<file path="src/rtl/control_unit_fsm_if.sv">
// Control bundle between the multicycle controller and the MIPS-subset datapath.
// The controller takes the master side; the datapath takes the slave side.
interface control_unit_fsm_if;
  logic [5:0]  OPCODE;
  logic [5:0]  FUNCT;
  logic        O;
  logic        ET;
  logic        PC_w;
  logic        MEM_w;
  logic        IR_w;
  logic        REG_w;
  logic        AB_w;
  logic        EPC_w;
  logic        MDR_w;
  logic        ALUOut_w;
  logic [2:0]  ALU_op;
  logic [1:0]  M_SrcA;
  logic [1:0]  M_SrcB;
  logic [1:0]  M_RMEM;
  logic [1:0]  M_EXCEPTION;
  logic [1:0]  M_PC;
  logic [1:0]  M_WRITE_REG;
  logic [1:0]  M_WRITE_DATA;
  // Constant fed to the register-bank write mux when M_WRITE_DATA selects the stack init value
  logic [31:0] SP_VALUE;

  modport master (
    input  OPCODE, FUNCT, O, ET,
    output PC_w, MEM_w, IR_w, REG_w, AB_w, EPC_w, MDR_w, ALUOut_w,
    output ALU_op, M_SrcA, M_SrcB, M_RMEM, M_EXCEPTION, M_PC,
    output M_WRITE_REG, M_WRITE_DATA, SP_VALUE
  );

  modport slave (
    output OPCODE, FUNCT, O, ET,
    input  PC_w, MEM_w, IR_w, REG_w, AB_w, EPC_w, MDR_w, ALUOut_w,
    input  ALU_op, M_SrcA, M_SrcB, M_RMEM, M_EXCEPTION, M_PC,
    input  M_WRITE_REG, M_WRITE_DATA, SP_VALUE
  );
endinterface

</file>
<file path="src/rtl/control_unit_fsm.sv">
// Multicycle MIPS-subset controller: one state per datapath step, with memory
// wait cycles, stack-pointer initialisation and bad-opcode/overflow exceptions.
module control_unit_fsm #(
  parameter int MEM_WAIT = 2,
  parameter int SP_INIT  = 227
) (
  input  logic                 clk,
  input  logic                 reset,
  control_unit_fsm_if.master   bus,
  output logic [4:0]           state_o
);

  localparam int CNT_W = $clog2(MEM_WAIT + 1);

  localparam logic [4:0] S_RESET     = 5'd0;
  localparam logic [4:0] S_FETCH     = 5'd1;
  localparam logic [4:0] S_DECODE    = 5'd2;
  localparam logic [4:0] S_R_EXEC    = 5'd3;
  localparam logic [4:0] S_R_WB      = 5'd4;
  localparam logic [4:0] S_ADDI_EXEC = 5'd5;
  localparam logic [4:0] S_I_WB      = 5'd6;
  localparam logic [4:0] S_MEM_ADDR  = 5'd7;
  localparam logic [4:0] S_LW_READ   = 5'd8;
  localparam logic [4:0] S_LW_WB     = 5'd9;
  localparam logic [4:0] S_SW_WRITE  = 5'd10;
  localparam logic [4:0] S_BEQ       = 5'd11;
  localparam logic [4:0] S_J         = 5'd12;
  localparam logic [4:0] S_EXC_EPC   = 5'd13;
  localparam logic [4:0] S_EXC_READ  = 5'd14;
  localparam logic [4:0] S_EXC_JUMP  = 5'd15;

  logic [4:0]       state_q, state_d;
  logic [CNT_W-1:0] cnt_q, cnt_d;
  logic [1:0]       cause_q, cause_d;
  logic             wait_last;
  logic             wait_state;

  assign wait_last    = (cnt_q == CNT_W'(MEM_WAIT - 1));
  assign wait_state   = (state_q == S_FETCH) || (state_q == S_LW_READ) || (state_q == S_EXC_READ);
  assign state_o      = state_q;
  assign bus.SP_VALUE = 32'(SP_INIT);

  always_comb begin
    state_d          = state_q;
    cause_d          = cause_q;
    bus.PC_w         = 1'b0;
    bus.MEM_w        = 1'b0;
    bus.IR_w         = 1'b0;
    bus.REG_w        = 1'b0;
    bus.AB_w         = 1'b0;
    bus.EPC_w        = 1'b0;
    bus.MDR_w        = 1'b0;
    bus.ALUOut_w     = 1'b0;
    bus.ALU_op       = 3'b000;
    bus.M_SrcA       = 2'b00;
    bus.M_SrcB       = 2'b00;
    bus.M_RMEM       = 2'b00;
    bus.M_EXCEPTION  = 2'b00;
    bus.M_PC         = 2'b00;
    bus.M_WRITE_REG  = 2'b00;
    bus.M_WRITE_DATA = 2'b00;
    // Reset masks every output so an interrupted instruction leaves no partial write.
    if (!reset) begin
      case (state_q)
        S_RESET: begin
          bus.REG_w        = 1'b1;
          bus.M_WRITE_REG  = 2'b10;
          bus.M_WRITE_DATA = 2'b10;
          state_d          = S_FETCH;
        end
        S_FETCH: begin
          bus.M_SrcB = 2'b01;
          bus.ALU_op = 3'b001;
          if (wait_last) begin
            bus.IR_w = 1'b1;
            bus.PC_w = 1'b1;
            state_d  = S_DECODE;
          end
        end
        S_DECODE: begin
          bus.AB_w     = 1'b1;
          bus.ALUOut_w = 1'b1;
          bus.M_SrcB   = 2'b11;
          bus.ALU_op   = 3'b001;
          case (bus.OPCODE)
            6'h00:        state_d = S_R_EXEC;
            6'h08:        state_d = S_ADDI_EXEC;
            6'h23, 6'h2b: state_d = S_MEM_ADDR;
            6'h04:        state_d = S_BEQ;
            6'h02:        state_d = S_J;
            default: begin
              state_d = S_EXC_EPC;
              cause_d = 2'b00;
            end
          endcase
        end
        S_R_EXEC: begin
          bus.M_SrcA = 2'b01;
          case (bus.FUNCT)
            6'h20, 6'h22: begin
              bus.ALU_op   = (bus.FUNCT == 6'h20) ? 3'b001 : 3'b010;
              bus.ALUOut_w = 1'b1;
              if (bus.O) begin
                state_d = S_EXC_EPC;
                cause_d = 2'b01;
              end else begin
                state_d = S_R_WB;
              end
            end
            6'h24: begin
              bus.ALU_op   = 3'b011;
              bus.ALUOut_w = 1'b1;
              state_d      = S_R_WB;
            end
            default: begin
              state_d = S_EXC_EPC;
              cause_d = 2'b00;
            end
          endcase
        end
        S_R_WB: begin
          bus.REG_w       = 1'b1;
          bus.M_WRITE_REG = 2'b01;
          state_d         = S_FETCH;
        end
        S_ADDI_EXEC: begin
          bus.M_SrcA   = 2'b01;
          bus.M_SrcB   = 2'b10;
          bus.ALU_op   = 3'b001;
          bus.ALUOut_w = 1'b1;
          if (bus.O) begin
            state_d = S_EXC_EPC;
            cause_d = 2'b01;
          end else begin
            state_d = S_I_WB;
          end
        end
        S_I_WB: begin
          bus.REG_w = 1'b1;
          state_d   = S_FETCH;
        end
        S_MEM_ADDR: begin
          bus.M_SrcA   = 2'b01;
          bus.M_SrcB   = 2'b10;
          bus.ALU_op   = 3'b001;
          bus.ALUOut_w = 1'b1;
          state_d      = (bus.OPCODE == 6'h2b) ? S_SW_WRITE : S_LW_READ;
        end
        S_LW_READ: begin
          bus.M_RMEM = 2'b01;
          if (wait_last) begin
            bus.MDR_w = 1'b1;
            state_d   = S_LW_WB;
          end
        end
        S_LW_WB: begin
          bus.REG_w        = 1'b1;
          bus.M_WRITE_DATA = 2'b01;
          state_d          = S_FETCH;
        end
        S_SW_WRITE: begin
          bus.M_RMEM = 2'b01;
          bus.MEM_w  = 1'b1;
          state_d    = S_FETCH;
        end
        S_BEQ: begin
          bus.M_SrcA = 2'b01;
          bus.ALU_op = 3'b111;
          if (bus.ET) begin
            bus.PC_w = 1'b1;
            bus.M_PC = 2'b01;
          end
          state_d = S_FETCH;
        end
        S_J: begin
          bus.PC_w = 1'b1;
          bus.M_PC = 2'b10;
          state_d  = S_FETCH;
        end
        S_EXC_EPC: begin
          bus.M_SrcB = 2'b01;
          bus.ALU_op = 3'b010;
          bus.EPC_w  = 1'b1;
          state_d    = S_EXC_READ;
        end
        S_EXC_READ: begin
          bus.M_RMEM      = 2'b10;
          bus.M_EXCEPTION = cause_q;
          if (wait_last) begin
            bus.MDR_w = 1'b1;
            state_d   = S_EXC_JUMP;
          end
        end
        S_EXC_JUMP: begin
          bus.PC_w = 1'b1;
          bus.M_PC = 2'b11;
          state_d  = S_FETCH;
        end
        default: state_d = S_RESET;
      endcase
    end
  end

  // Wait counter restarts on every state change and stops at its last value.
  always_comb begin
    cnt_d = cnt_q;
    if (state_d != state_q) begin
      cnt_d = '0;
    end else if (wait_state && !wait_last) begin
      cnt_d = cnt_q + CNT_W'(1);
    end
  end

  always_ff @(posedge clk) begin
    if (reset) begin
      state_q <= S_RESET;
      cnt_q   <= '0;
      cause_q <= 2'b00;
    end else begin
      state_q <= state_d;
      cnt_q   <= cnt_d;
      cause_q <= cause_d;
    end
  end

endmodule
</file>
<file path="src/flat_wrapper.sv">
// flat-port wrapper written by rule: the top's interface ports become plain ports
module control_unit_fsm_flat 
#(
  parameter int MEM_WAIT = 2,
  parameter int SP_INIT  = 227
)
  (clk, reset, state_o, bus_OPCODE, bus_FUNCT, bus_O, bus_ET, bus_PC_w, bus_MEM_w, bus_IR_w, bus_REG_w, bus_AB_w, bus_EPC_w, bus_MDR_w, bus_ALUOut_w, bus_ALU_op, bus_M_SrcA, bus_M_SrcB, bus_M_RMEM, bus_M_EXCEPTION, bus_M_PC, bus_M_WRITE_REG, bus_M_WRITE_DATA, bus_SP_VALUE);
  control_unit_fsm_if bus_i ();
  input  logic clk;
  input  logic reset;
  output logic [4:0] state_o;
  input wire logic [$bits(bus_i.OPCODE)-1:0] bus_OPCODE;
  input wire logic [$bits(bus_i.FUNCT)-1:0] bus_FUNCT;
  input wire logic [$bits(bus_i.O)-1:0] bus_O;
  input wire logic [$bits(bus_i.ET)-1:0] bus_ET;
  output wire logic [$bits(bus_i.PC_w)-1:0] bus_PC_w;
  output wire logic [$bits(bus_i.MEM_w)-1:0] bus_MEM_w;
  output wire logic [$bits(bus_i.IR_w)-1:0] bus_IR_w;
  output wire logic [$bits(bus_i.REG_w)-1:0] bus_REG_w;
  output wire logic [$bits(bus_i.AB_w)-1:0] bus_AB_w;
  output wire logic [$bits(bus_i.EPC_w)-1:0] bus_EPC_w;
  output wire logic [$bits(bus_i.MDR_w)-1:0] bus_MDR_w;
  output wire logic [$bits(bus_i.ALUOut_w)-1:0] bus_ALUOut_w;
  output wire logic [$bits(bus_i.ALU_op)-1:0] bus_ALU_op;
  output wire logic [$bits(bus_i.M_SrcA)-1:0] bus_M_SrcA;
  output wire logic [$bits(bus_i.M_SrcB)-1:0] bus_M_SrcB;
  output wire logic [$bits(bus_i.M_RMEM)-1:0] bus_M_RMEM;
  output wire logic [$bits(bus_i.M_EXCEPTION)-1:0] bus_M_EXCEPTION;
  output wire logic [$bits(bus_i.M_PC)-1:0] bus_M_PC;
  output wire logic [$bits(bus_i.M_WRITE_REG)-1:0] bus_M_WRITE_REG;
  output wire logic [$bits(bus_i.M_WRITE_DATA)-1:0] bus_M_WRITE_DATA;
  output wire logic [$bits(bus_i.SP_VALUE)-1:0] bus_SP_VALUE;
  assign bus_i.OPCODE = bus_OPCODE;
  assign bus_i.FUNCT = bus_FUNCT;
  assign bus_i.O = bus_O;
  assign bus_i.ET = bus_ET;
  assign bus_PC_w = bus_i.PC_w;
  assign bus_MEM_w = bus_i.MEM_w;
  assign bus_IR_w = bus_i.IR_w;
  assign bus_REG_w = bus_i.REG_w;
  assign bus_AB_w = bus_i.AB_w;
  assign bus_EPC_w = bus_i.EPC_w;
  assign bus_MDR_w = bus_i.MDR_w;
  assign bus_ALUOut_w = bus_i.ALUOut_w;
  assign bus_ALU_op = bus_i.ALU_op;
  assign bus_M_SrcA = bus_i.M_SrcA;
  assign bus_M_SrcB = bus_i.M_SrcB;
  assign bus_M_RMEM = bus_i.M_RMEM;
  assign bus_M_EXCEPTION = bus_i.M_EXCEPTION;
  assign bus_M_PC = bus_i.M_PC;
  assign bus_M_WRITE_REG = bus_i.M_WRITE_REG;
  assign bus_M_WRITE_DATA = bus_i.M_WRITE_DATA;
  assign bus_SP_VALUE = bus_i.SP_VALUE;
  control_unit_fsm #(.MEM_WAIT(MEM_WAIT), .SP_INIT(SP_INIT)) u_core (.clk(clk), .reset(reset), .bus(bus_i), .state_o(state_o));
endmodule
</file>
<file path="config.mk">
export PLATFORM = sky130hd
export DESIGN_NAME = control_unit_fsm_flat
export DESIGN_NICKNAME = d
export VERILOG_FILES = /design/src/rtl/control_unit_fsm_if.sv /design/src/rtl/control_unit_fsm.sv /design/src/flat_wrapper.sv
export SDC_FILE = /design/constraint.sdc
export NUM_CORES = 1
export LEC_CHECK = 0
export ABC_AREA = 1
export CAP_MARGIN = 40
export CORE_ASPECT_RATIO = 0.8
export CORE_UTILIZATION = 30
export CTS_BUF_LIST = sky130_fd_sc_hd__clkbuf_8 sky130_fd_sc_hd__clkbuf_16
export DETAILED_ROUTE_END_ITERATION = 7
export PLACE_DENSITY = 0.66
export RECOVER_POWER = 50
export SYNTH_ARGS = -nofsm -noshare
export SYNTH_HDL_FRONTEND = slang
export SYNTH_SLANG_ARGS = --single-unit
</file>
<file path="constraint.sdc">
create_clock -name clk -period 1.5 [get_ports clk]
set_input_delay 0.375 -clock clk [delete_from_list [all_inputs] [get_ports clk]]
set_output_delay 0.375 -clock clk [all_outputs]
set_load 0.01 [all_outputs]
</file>
# ---- Yosys cells after proc, flatten, opt, wreduce, memory -nomap -nowiden
# Cells that the tools add are included.
# Widths: inputs -> output; s select.
dict set report op_classes {
  magnitude_cmp 0
  n_bitwise 0
  reduce_logical 23
  eq_ne 27
  multipliers 0
  n_addsub 1
  muxes 52
  div_mod_pow 0
  n_shift 0
}
# op count
set ops {}
lappend ops {{$pmux 5 s9} 1}
lappend ops {{$eq 5x4->1 const B} 8}
lappend ops {{$eq 6x6->1 const B} 5}
lappend ops {{$mux 2} 12}
lappend ops {{$eq 5x3->1 const B} 4}
lappend ops {{$mux 5} 4}
lappend ops {{$pmux 4 s5} 1}
lappend ops {{$mux 1} 19}
lappend ops {{$pmux 2 s3} 3}
lappend ops {{$pmux 2 s2} 4}
lappend ops {{$reduce_or 2->1} 8}
lappend ops {{$pmux 3 s4} 1}
lappend ops {{$reduce_or 4->1} 3}
lappend ops {{$eq 5x2->1 const B} 2}
lappend ops {{$mux 4} 2}
lappend ops {{$pmux 4 s2} 1}
lappend ops {{$reduce_or 8->1} 1}
lappend ops {{$eq 6x2->1 const B} 1}
lappend ops {{$eq 6x3->1 const B} 1}
lappend ops {{$eq 6x4->1 const B} 1}
lappend ops {{$logic_not 6->1} 1}
lappend ops {{$pmux 3 s2} 1}
lappend ops {{$reduce_or 3->1} 2}
lappend ops {{$reduce_or 6->1} 1}
lappend ops {{other kinds (14)} 16}
dict set report word_totals {
  out_inout_bits 62
  romBits 0
  input_bits 16
  ramBits 0
  mem_count 0
  latchBits 0
  elab_cells 106
  ff_bits 9
}

# ---- Depth between registers and ports, before layout
# Gate-level depths: netlist of the first run.
dict set report depth {
  word_depth 7
  ltp_mapped 13
  depth_no_buf 12
}

# ---- Least setup slack after synthesis of the first run
# No wires, ideal clock.
dict set report synth_path {
  path_kind {register to output}
  startpoint {register u_core.state_q[2] (netlist: u_core.state_o[2])}
  endpoint {output bus_ALU_op[1]}
  t_arrival_ns 1.290
  required_ns 1.125
  path_buffers 0
  path_slack_ns -0.165
  stages_incl_launch_ff 9
  cell_sequence {dfxtp_1 -> inv_1 -> nand2_1 -> nor2_1 -> inv_1 -> nor2_1 -> inv_1 -> nor2_1 -> or3_1}
}
dict set report synth_between {
  elab_chain_cells 4
  word_cells_on_any_way 10
  classes_between {eq/ne: 7; mux: 2; reduce/logical: 1}
}
# element line_no
set synth_lines {}
lappend synth_lines {{start: declaration} control_unit_fsm.sv:32} ;# logic [4:0] state_q, state_d;
lappend synth_lines {{start signal: assignment} control_unit_fsm.sv:220} ;# state_q <= state_d;
lappend synth_lines {{$eq 5x3->1 (tied with other cells)} control_unit_fsm.sv:64} ;# case (state_q)
lappend synth_lines {{$reduce_or 4->1 (no line)} --}
lappend synth_lines {{$pmux 3 s4 *} control_unit_fsm.sv:64}
lappend synth_lines {{$mux 3 *} control_unit_fsm.sv:63} ;# if (!reset) begin
lappend synth_lines {{end: declaration} flat_wrapper.sv:24} ;# output wire logic [$bits(bus_i.ALU_op)-1:0] bus_ALU_op;
# Mark *: on every way between the ends. The rest lies on a longest branch, timed or not.

# ---- Worst setup path in the final report of the first run
dict set report layout_path {
  startpoint {register u_core.state_q[2] (netlist: u_core.state_o[2])}
  endpoint {output bus_PC_w}
}
dict set report layout_between {
  elab_chain_cells 4
  word_cells_on_any_way 7
  classes_between {eq/ne: 4; mux: 2; reduce/logical: 1}
}
# element line_no
set layout_lines {}
lappend layout_lines {{$eq 5x4->1} control_unit_fsm.sv:64}
lappend layout_lines {{$reduce_or 2->1 (no line)} --}
lappend layout_lines {{$pmux 1 s3 *} control_unit_fsm.sv:64}
lappend layout_lines {{$mux 1 *} control_unit_fsm.sv:63}
lappend layout_lines {{end: declaration} flat_wrapper.sv:16} ;# output wire logic [$bits(bus_i.PC_w)-1:0] bus_PC_w;
# Marked as above.

==> results.py, run 1 <==
metrics = {
    "setup_path": {
        "r2r_setup_slack_ns": -0.23,
        "worstPathMaxFanout": 6,
        "worstSetupPathType": "flip-flop to primary output",
        "worst_r2r_path_depth": 13,
        "arrival_ns": 1.50,
        "endpoint_kind": "primary output",
        "r2r-start": "u_core.state_o[0]$_SDFF_PP0_",
        "cp.required_ns": 1.12,
        "start_kind": "flip-flop",
        "r2r_end": "u_core.cnt_q[1]$_SDFFE_PP0P_",
    },
    "timing": {
        "fmax_ghz": 0.535,
        "drv_slew": 0,
        "min_period_ns": 1.87,
        "setup-violations-final": 31,
        "finalWorstSetupSlack_ns": -0.370,
        "fin_crit_sh": 1.25,
        "tns_ns": -7.43,
        "hold_violations": 0,
        "rsz0062_at_grt": "yes",
        "finClkSkew_ns": 0.00142,
    },
    "floorplan": {
        "coreArea_sq_mm": 0.00423,
        "ioPinCount": 78,
        "initial_core_util": 0.316,
        "num_rows": 21,
        "die_area_sq_mm": 0.00473,
        "die_w_microns": 76.7,
        "die_h_microns": 61.7,
    },
    "pwr": {
        "cellPowerDensity_mw_per_mm2": 296,
        "total_power_w": 0.000758,
        "ir_drop_v": 0.000257,
        "cellLeakagePower_nw": 1.38,
    },
    "clock_network": {
        "cts_root_buf": "clkbuf_8",
        "clock_path_buffers": 2,
        "cts-hold-fix-buffers": 0,
        "htree_levels": 1,
        "cts_buffers": 3,
        "clock_latency_ns": 0.23,
        "cts_tree": "yes",
        "clk_pin_slew_ns": 0.04,
        "clock-sinks": 9,
    },
    "synth": {
        "yosys.cell_types.count": 27,
        "syn_area_sq_mm": 0.00134,
        "syn_avg_cell_area_sq_um": 5.46,
        "syn_inst": 245,
        "yosysTopAreaCell": "buf_4",
        "synth_seq_cells": 9,
        "yosysWarnings": 0,
        "synth_top_area_frac": 0.202,
        "synth_area_leaders": "buf_4 (20%), dfxtp_1 (13%), nor2_1 (13%)",
        "ys_seq_area_frac": 0.135,
    },
    "drt": {
        "wl_met3_microns": 318,
        "met2WireLength_microns": 2430,
        "wl_microns": 4730,
        "first_pass_iters": 4,
        "wl_per_cell_microns": 11.6,
        "wl_met1_microns": 1960,
        "dr.first_iter.drc_count": 103,
        "avgViaCountPerCell": 4.50,
        "final_antenna_net_count": 0,
        "top_layer": "met4",
        "drcViolationCount": 0,
        "vias": 1831,
    },
    "layout": {
        "final_cell_mix": "buf_4 (46), conb_1 (34), nand2_1 (30)",
        "multi_input_area_sq_mm": 0.00122,
        "num-fill-cells": 413,
        "layout-drive-gt1-share": 0.529,
        "antenna_cells": 0,
        "instances_no_fill": 407,
        "nNetsFinal": 368,
        "layout_commonest_cell": "buf_4",
        "areaGrowthSynthToFinish_pct": 91.8,
        "seq_area_sq_um": 199,
    },
    "placement": {
        "finalWeightedCongestion": 0.860,
        "dp_hpwl_microns": 3150,
        "port_buffers": 44,
        "place_inst": 384,
    },
    "run_status": {
        "status": "finished with violations",
        "violations": "negative setup slack",
    },
    "global_route": {
        "grt_usage": 0.195,
        "overflow": 0,
        "grt_max_degree": 14,
        "grt_pass1_wl_microns": 7250,
        "antenna_found_initial": 0,
        "grt_pass1_vias": 1635,
    },
    "min_path": {
        "hold_end": "u_core.cause_q[0]$_SDFFE_PP0P_",
        "hp-class": "flip-flop to flip-flop",
        "hold_depth": 1,
        "hold_path_startpoint": "u_core.cause_q[0]$_SDFFE_PP0P_",
    },
    "job": {
        "maxCapViolCount": 0,
    },
}
[metrics by stage]
stage                     cell area, sq um   util  hold WS, ns  worst slack, ns
after floorplan                       1520      -        0.435          -0.0185
after global placement                2080  0.491        0.451            -1.03
after detailed placement              2080  0.491        0.455            -1.07
after CTS                             2380  0.563        0.466           -0.352
after global routing                  2560  0.606        0.489           -0.445
final                                 2560  0.606        0.461           -0.370
[timing repair]
action,in CTS,in global routing
setup buffers,16,6
pin swaps,33,15
resized for setup,194,42
endpoints found under the setup margin,37,32
[kinds of logic after synthesis]
family / share of synthesized area
fa+ha+maj: 0.00935
buf+inv: 0.317
simple gates: 0.468
xor+xnor: 0.00655
flops: 0.135
compound gates: 0.0589
other cells: 0.00561
[critical path: stages, from the launching register on]
cell,delay (ns)
dfxtp_4,0.37
inv_4,0.07
nand2_4,0.05
nor2_4,0.09
inv_2,0.06
nor2_4,0.16
buf_6,0.14
nand2_4,0.05
a31oi_2,0.11
buf_2,0.15
[worst max-delay path by stage]
| stage | from | end | slack, ns |
|---|---|---|---|
| after floorplan | u_core.state_o[0]$_SDFF_PP0_ | bus_ALU_op[0] | -0.02 |
| after global placement | bus_FUNCT[5] | bus_ALU_op[1] | -1.03 |
| after detailed placement | bus_FUNCT[5] | bus_ALU_op[1] | -1.07 |
| after CTS | u_core.state_o[4]$_SDFF_PP0_ | bus_ALU_op[0] | -0.35 |
| after global routing | u_core.state_o[2]$_SDFF_PP0_ | bus_M_SrcB[0] | -0.44 |
| final | u_core.state_o[2]$_SDFF_PP0_ | bus_PC_w | -0.37 |
[area by class of cell]
cell class                      instances  area share
Inverter                               39      0.0649
Tap cell                               57      0.0278
Clock buffer                            3      0.0161
Clock inverter                          1     0.00146
Timing Repair Buffer                  107       0.337
Multi-Input combinational cell        191       0.475
Sequential cell                         9      0.0776
[metal layers]
| layer | vias to the layer above | track usage |
|---|---|---|
| met2 | 96 | 0.376 |
| met5 | - | 0 |
| met4 | 0 | 0.0165 |
| met1 | 823 | 0.240 |
| met3 | 4 | 0.0365 |
| li1 | 908 | - |
[registers in the layout, indices dropped and copies added, names as in the netlist]
name,flops
u_core.cause_q,2
u_core.cnt_q,2
u_core.state_o,5
[cell usage after synthesis]
master,number
o21ai_0,2
clkbuf_1,1
nor2_2,4
buf_4,36
xnor2_1,1
inv_1,37
nor4_1,1
o211ai_1,1
nand2_1,45
inv_2,2
nand3_2,2
nor2_1,47
a21oi_1,5
o21a_1,1
nand3b_1,2
and2_1,1
buf_1,1
a31oi_1,3
ha_1,1
conb_1,2
nand3_1,26
or3_1,1
nor2_4,1
o21ai_1,2
dfxtp_1,9
nand4_1,4
nor3_1,7
[report_power, final]
| group | total [W] | switching (W) | internal (W) |
|---|---|---|---|
| clock network | 0.000273 | 0.0000950 | 0.000178 |
| registers | 0.000245 | 0.00000845 | 0.000236 |
| logic | 0.000241 | 0.000148 | 0.0000932 |
No activity file was read; power rests on OpenSTA's default activity.
==> run 2, diff against run 1 <==
--- a/config.mk
+++ b/config.mk
@@ -7,11 +7,12 @@
 export LEC_CHECK = 0
 export ABC_AREA = 1
 export CAP_MARGIN = 40
-export CORE_ASPECT_RATIO = 0.8
-export CORE_UTILIZATION = 30
+export CELL_PAD_IN_SITES_DETAIL_PLACEMENT = 0
+export CELL_PAD_IN_SITES_GLOBAL_PLACEMENT = 2
+export CORE_UTILIZATION = 15
 export CTS_BUF_LIST = sky130_fd_sc_hd__clkbuf_8 sky130_fd_sc_hd__clkbuf_16
 export DETAILED_ROUTE_END_ITERATION = 7
-export PLACE_DENSITY = 0.66
+export PLACE_DENSITY = 0.72
 export RECOVER_POWER = 50
 export SYNTH_ARGS = -nofsm -noshare
 export SYNTH_HDL_FRONTEND = slang
==> results.py, run 2 (synthesized netlist as in run 1, its figures left out) <==
metrics = {
    "placement": {
        "dp_hpwl_microns": 3950,
        "place_inst": 454,
        "finalWeightedCongestion": 0.849,
        "port_buffers": 44,
    },
    "layout": {
        "largest_reg_flops": 5,
        "num-fill-cells": 927,
        "antenna_cells": 0,
        "instances_no_fill": 476,
        "layout-drive-gt1-share": 0.625,
        "layout_commonest_cell": "buf_4",
        "areaGrowthSynthToFinish_pct": 129,
        "nNetsFinal": 386,
        "final_cell_mix": "buf_4 (49), buf_6 (37), conb_1 (34)",
        "utilization": 0.353,
    },
    "global_route": {
        "grt_pass1_wl_microns": 8180,
        "grt_max_degree": 13,
        "grt_usage": 0.114,
        "overflow": 0,
        "grt_pass1_vias": 1822,
        "antenna_found_initial": 0,
    },
    "floorplan": {
        "coreArea_sq_mm": 0.00868,
        "ioPinCount": 78,
        "initial_core_util": 0.154,
        "num_rows": 34,
        "die_w_microns": 96.4,
        "die_area_sq_mm": 0.00930,
        "die_h_microns": 96.4,
    },
    "setup_path": {
        "cp_num_cells": 9,
        "worstSetupPathType": "flip-flop to primary output",
        "start_kind": "flip-flop",
        "critPathBufInv": 4,
        "worstPathMaxFanout": 4,
        "worst_r2r_path_depth": 14,
        "crit_slowest_cell": "dfxtp_4",
        "cp_top_family": "buffers and inverters",
        "r2r_setup_slack_ns": -0.30,
        "worstPathCellList": "inv_4 -> nand2_4 -> nor2_4 -> inv_2 -> nor2_4 -> buf_6 -> nand2_4 -> a31oi_2 -> buf_2",
        "arrival_ns": 1.53,
        "critPathMaxStageDelay_ns": 0.37,
        "cp.required_ns": 1.12,
        "endpoint_kind": "primary output",
    },
    "min_path": {
        "hp-class": "flip-flop to flip-flop",
        "hold_depth": 2,
    },
    "drt": {
        "wl_per_cell_microns": 11.1,
        "wl_microns": 5290,
        "avgViaCountPerCell": 3.94,
        "drcViolationCount": 0,
        "first_pass_iters": 4,
        "vias": 1875,
        "final_antenna_net_count": 0,
        "dr.first_iter.drc_count": 38,
    },
    "job": {
        "maxCapViolCount": 0,
    },
    "timing": {
        "fin_crit_sh": 1.27,
        "tns_ns": -8.33,
        "setup-violations-final": 32,
        "drv_slew": 0,
        "finClkSkew_ns": 0.000431,
        "rsz0062_at_grt": "yes",
        "hold_violations": 0,
        "finalWorstSetupSlack_ns": -0.408,
        "min_period_ns": 1.91,
        "fmax_ghz": 0.524,
    },
    "pwr": {
        "total_power_w": 0.000830,
        "ir_drop_v": 0.000154,
        "cellPowerDensity_mw_per_mm2": 271,
        "cellLeakagePower_nw": 1.60,
    },
    "clock_network": {
        "clk_pin_slew_ns": 0.05,
        "cts_tree": "yes",
        "clock-sinks": 9,
        "htree_levels": 1,
        "clock_latency_ns": 0.24,
        "clock_path_buffers": 2,
        "cts_root_buf": "clkbuf_8",
        "cts_buffers": 3,
    },
    "run_status": {
        "status": "finished with violations",
        "violations": "negative setup slack",
    },
}
==> run 2: cell types whose count changed in the layout (fill, tap and decap cells not counted), sizes merged <==
cell / delta
dlymetal6s2s: +5
clkbuf: +2
clkdlybuf4s50: -1
buf: +19
clkdlybuf4s15: +1
dlygate4sd2: -8
==> run 2: metrics by stage <==
stage	cell area [sq um]	hold slack [ns]	setup WS [ns]
4_1_cts	2720	0.466	-0.424
3_3_place_gp	2300	0.450	-1.15
5_1_grt	3070	0.502	-0.484
2_1_floorplan	1520	0.435	-0.0185
6_report	3070	0.474	-0.408
3_5_place_dp	2300	0.456	-1.16
==> run 2: worst reg2reg max path, cell delays in order (launching register included) <==
cell and delay (ns):
dfxtp_4 0.40, buf_6 0.13, nor2_4 0.04, buf_6 0.11
nand3_4 0.10, inv_4 0.05, buf_4 0.12, buf_4 0.13
nor2_4 0.07, nand3_2 0.11, nand3_2 0.08, nand2_1 0.05
nor2_1 0.08, nand2_1 0.10, nor3_2 0.17
==> run 2: path summary, 6_finish.rpt <==
kind	startpoint	to
setup / recovery	u_core.state_o[2]$_SDFF_PP0_	bus_PC_w
hold reg to reg	u_core.cause_q[1]$_SDFFE_PP0P_	u_core.cause_q[1]$_SDFFE_PP0P_
setup reg to reg	u_core.state_o[0]$_SDFF_PP0_	u_core.cnt_q[1]$_SDFFE_PP0P_
hold / removal	u_core.cause_q[1]$_SDFFE_PP0P_	u_core.cause_q[1]$_SDFFE_PP0P_
==> run 2: timing repair <==
| item | CTS | global route |
|---|---|---|
| resized for setup | 205 | 100 |
| buffers inserted | 17 | 6 |
| setup endpoints to repair | 37 | 33 |
| hold buffers | 0 | 0 |
| endpoints found under the hold margin | 0 | 0 |
| pin swaps | 35 | 40 |
==> run 2: area by class of cell <==
type / instances / area [sq um] / share of cell area
clock buffers: 3 / 41.3 / 0.0135
multi-input cells: 191 / 1410 / 0.461
flip-flops and latches: 9 / 199 / 0.0649
clock inverters: 1 / 3.75 / 0.00122
well taps: 108 / 135 / 0.0441
repair buffers: 125 / 1110 / 0.361
inverters: 39 / 166 / 0.0543
==> run 2: report_power, final <==
group / switching, W / internal [W]
combinational: 0.000173 / 0.000133
sequential: 0.00000688 / 0.000236
clock: 0.000104 / 0.000179
==> run 2: per-layer routing <==
layer,up-vias,track usage,share of wire
li1,945,-,-
met1,873,0.132,0.41
met2,51,0.219,0.53
met3,6,0.0188,0.049
met4,0,0.0221,0.0096
met5,-,0,0
==> run 3, diff against run 2 <==
--- a/config.mk
+++ b/config.mk
@@ -12,7 +12,8 @@
 export CORE_UTILIZATION = 15
 export CTS_BUF_LIST = sky130_fd_sc_hd__clkbuf_8 sky130_fd_sc_hd__clkbuf_16
 export DETAILED_ROUTE_END_ITERATION = 7
-export PLACE_DENSITY = 0.72
+export GPL_ROUTABILITY_DRIVEN = 0
+export PLACE_DENSITY_LB_ADDON = 0.1
 export RECOVER_POWER = 50
 export SYNTH_ARGS = -nofsm -noshare
 export SYNTH_HDL_FRONTEND = slang
==> results.py, run 3 (synthesized netlist as in run 1, its figures left out) <==
metrics = {
    "run_status": {
        "status": "finished with violations",
        "violations": "negative setup slack",
    },
    "timing": {
        "fmax_ghz": 0.532,
        "fin_crit_sh": 1.25,
        "rsz0062_at_grt": "yes",
        "finClkSkew_ns": 0.00186,
        "finalWorstSetupSlack_ns": -0.379,
        "min_period_ns": 1.88,
        "setup-violations-final": 31,
        "drv_slew": 0,
        "hold_violations": 0,
    },
    "global_route": {
        "grt_usage": 0.120,
        "grt_max_degree": 12,
        "grt_pass1_wl_microns": 8470,
        "grt_pass1_vias": 1763,
        "overflow": 0,
        "antenna_found_initial": 0,
    },
    "layout": {
        "nNetsFinal": 392,
        "areaGrowthSynthToFinish_pct": 130,
        "antenna_cells": 0,
        "num-fill-cells": 996,
        "layout-drive-gt1-share": 0.650,
        "final_cell_mix": "buf_4 (50), buf_6 (41), conb_1 (34)",
        "layout_commonest_cell": "buf_4",
        "utilization": 0.355,
        "largest_reg_flops": 5,
    },
    "clock_network": {
        "clock-sinks": 9,
        "cts_tree": "yes",
        "htree_levels": 1,
        "cts_buffers": 3,
        "clock_path_buffers": 2,
        "cts_root_buf": "clkbuf_8",
        "clk_pin_slew_ns": 0.05,
        "clock_latency_ns": 0.23,
    },
    "setup_path": {
        "r2r_end": "u_core.cnt_q[1]$_SDFFE_PP0P_",
        "worstSetupPathType": "input pin to primary output",
        "startpoint": "bus_FUNCT[3]",
        "cp.required_ns": 1.12,
        "arrival_ns": 1.50,
        "start_kind": "input pin",
        "worstSetupEndpoint": "bus_ALU_op[1]",
        "worstPathMaxFanout": 3,
        "r2r-start": "u_core.state_o[1]$_SDFF_PP0_",
        "worst_r2r_path_depth": 14,
        "endpoint_kind": "primary output",
        "r2r_setup_slack_ns": -0.26,
    },
    "placement": {
        "port_buffers": 44,
        "dp_hpwl_microns": 4360,
    },
    "floorplan": {
        "coreArea_sq_mm": 0.00868,
        "die_h_microns": 96.4,
        "die_w_microns": 96.4,
        "die_area_sq_mm": 0.00930,
        "ioPinCount": 78,
        "num_rows": 34,
        "initial_core_util": 0.154,
    },
    "drt": {
        "avgViaCountPerCell": 3.80,
        "final_antenna_net_count": 0,
        "first_pass_iters": 4,
        "wl_microns": 5480,
        "dr.first_iter.drc_count": 13,
        "wl_per_cell_microns": 11.4,
        "vias": 1830,
        "drcViolationCount": 0,
    },
    "pwr": {
        "total_power_w": 0.000819,
        "cellPowerDensity_mw_per_mm2": 266,
        "ir_drop_v": 0.000244,
        "cellLeakagePower_nw": 1.57,
    },
    "job": {
        "maxCapViolCount": 0,
    },
    "min_path": {
        "hp-class": "flip-flop to flip-flop",
    },
}
run 3: cell types whose count changed in the layout (fill, tap and decap cells not counted), sizes merged:
cell           change
buf                +7
clkbuf             -1
clkdlybuf4s15      +1
clkdlybuf4s50      -1
dlygate4sd2        +4
dlymetal6s2s       -4
run 3: metrics by stage:
stage	worst slack (ns)	TNS [ns]	cell area [sq um]	hold WS, ns	instances
after floorplan	-0.0185	-0.0305	1520	0.435	277
after global placement	-1.17	-21.69	2290	0.454	455
after detailed placement	-1.21	-21.53	2290	0.469	455
after CTS	-0.406	-8.04	2830	0.480	478
after global routing	-0.444	-9.82	3080	0.490	482
final	-0.379	-7.15	3080	0.468	482
run 3: how the worst min path moves through the flow:
stage	endpoint	slack (ns)	startpoint	cells past startpoint
after detailed placement	u_core.cause_q[1]$_SDFFE_PP0P_	0.47	u_core.cause_q[1]$_SDFFE_PP0P_	2
final	u_core.cause_q[1]$_SDFFE_PP0P_	0.47	u_core.cause_q[1]$_SDFFE_PP0P_	2
after global placement	u_core.cause_q[1]$_SDFFE_PP0P_	0.45	u_core.cause_q[1]$_SDFFE_PP0P_	2
after floorplan	u_core.cause_q[1]$_SDFFE_PP0P_	0.43	u_core.cause_q[1]$_SDFFE_PP0P_	2
after global routing	u_core.cause_q[0]$_SDFFE_PP0P_	0.49	u_core.cause_q[0]$_SDFFE_PP0P_	1
after CTS	u_core.cause_q[1]$_SDFFE_PP0P_	0.48	u_core.cause_q[1]$_SDFFE_PP0P_	2
run 3: repair_timing:
action	4_1_cts	5_1_grt
gates resized for setup	250	67
pin swaps	60	53
hold buffers	0	0
gates cloned	0	0
setup endpoints to repair	37	34
setup buffers	21	13
run 3: layout make-up:
cell class | count | area [sq um] | area share
sequential | 9 | 196 | 0.0637
inverter | 39 | 164 | 0.0532
tap | 108 | 135 | 0.0438
timing repair buffer | 131 | 1130 | 0.368
clock inverter | 1 | 3.75 | 0.00122
clock buffer | 3 | 41.3 | 0.0134
multi-input combinational | 191 | 1410 | 0.457
run 3: worst max-delay path: stages:
cell and delay, ns:
dlygate4sd2_1 0.26, nor2_1 0.07, nand3_2 0.09, nand2_2 0.07, nand3_2 0.09, a21oi_4 0.04, or3_4 0.38, buf_6 0.13
run 3: layer usage:
layer	up-vias	track usage	wire length [microns]
met3	2	0.0149	205
li1	953	-	-
met4	0	0.0221	34
met5	-	0	0
met2	46	0.213	2800
met1	829	0.155	2440
run 3: power by group:
part           internal, W  switching (W)
clock network     0.000179       0.000102
logic             0.000124       0.000173
registers         0.000237     0.00000476
total             0.000539       0.000279
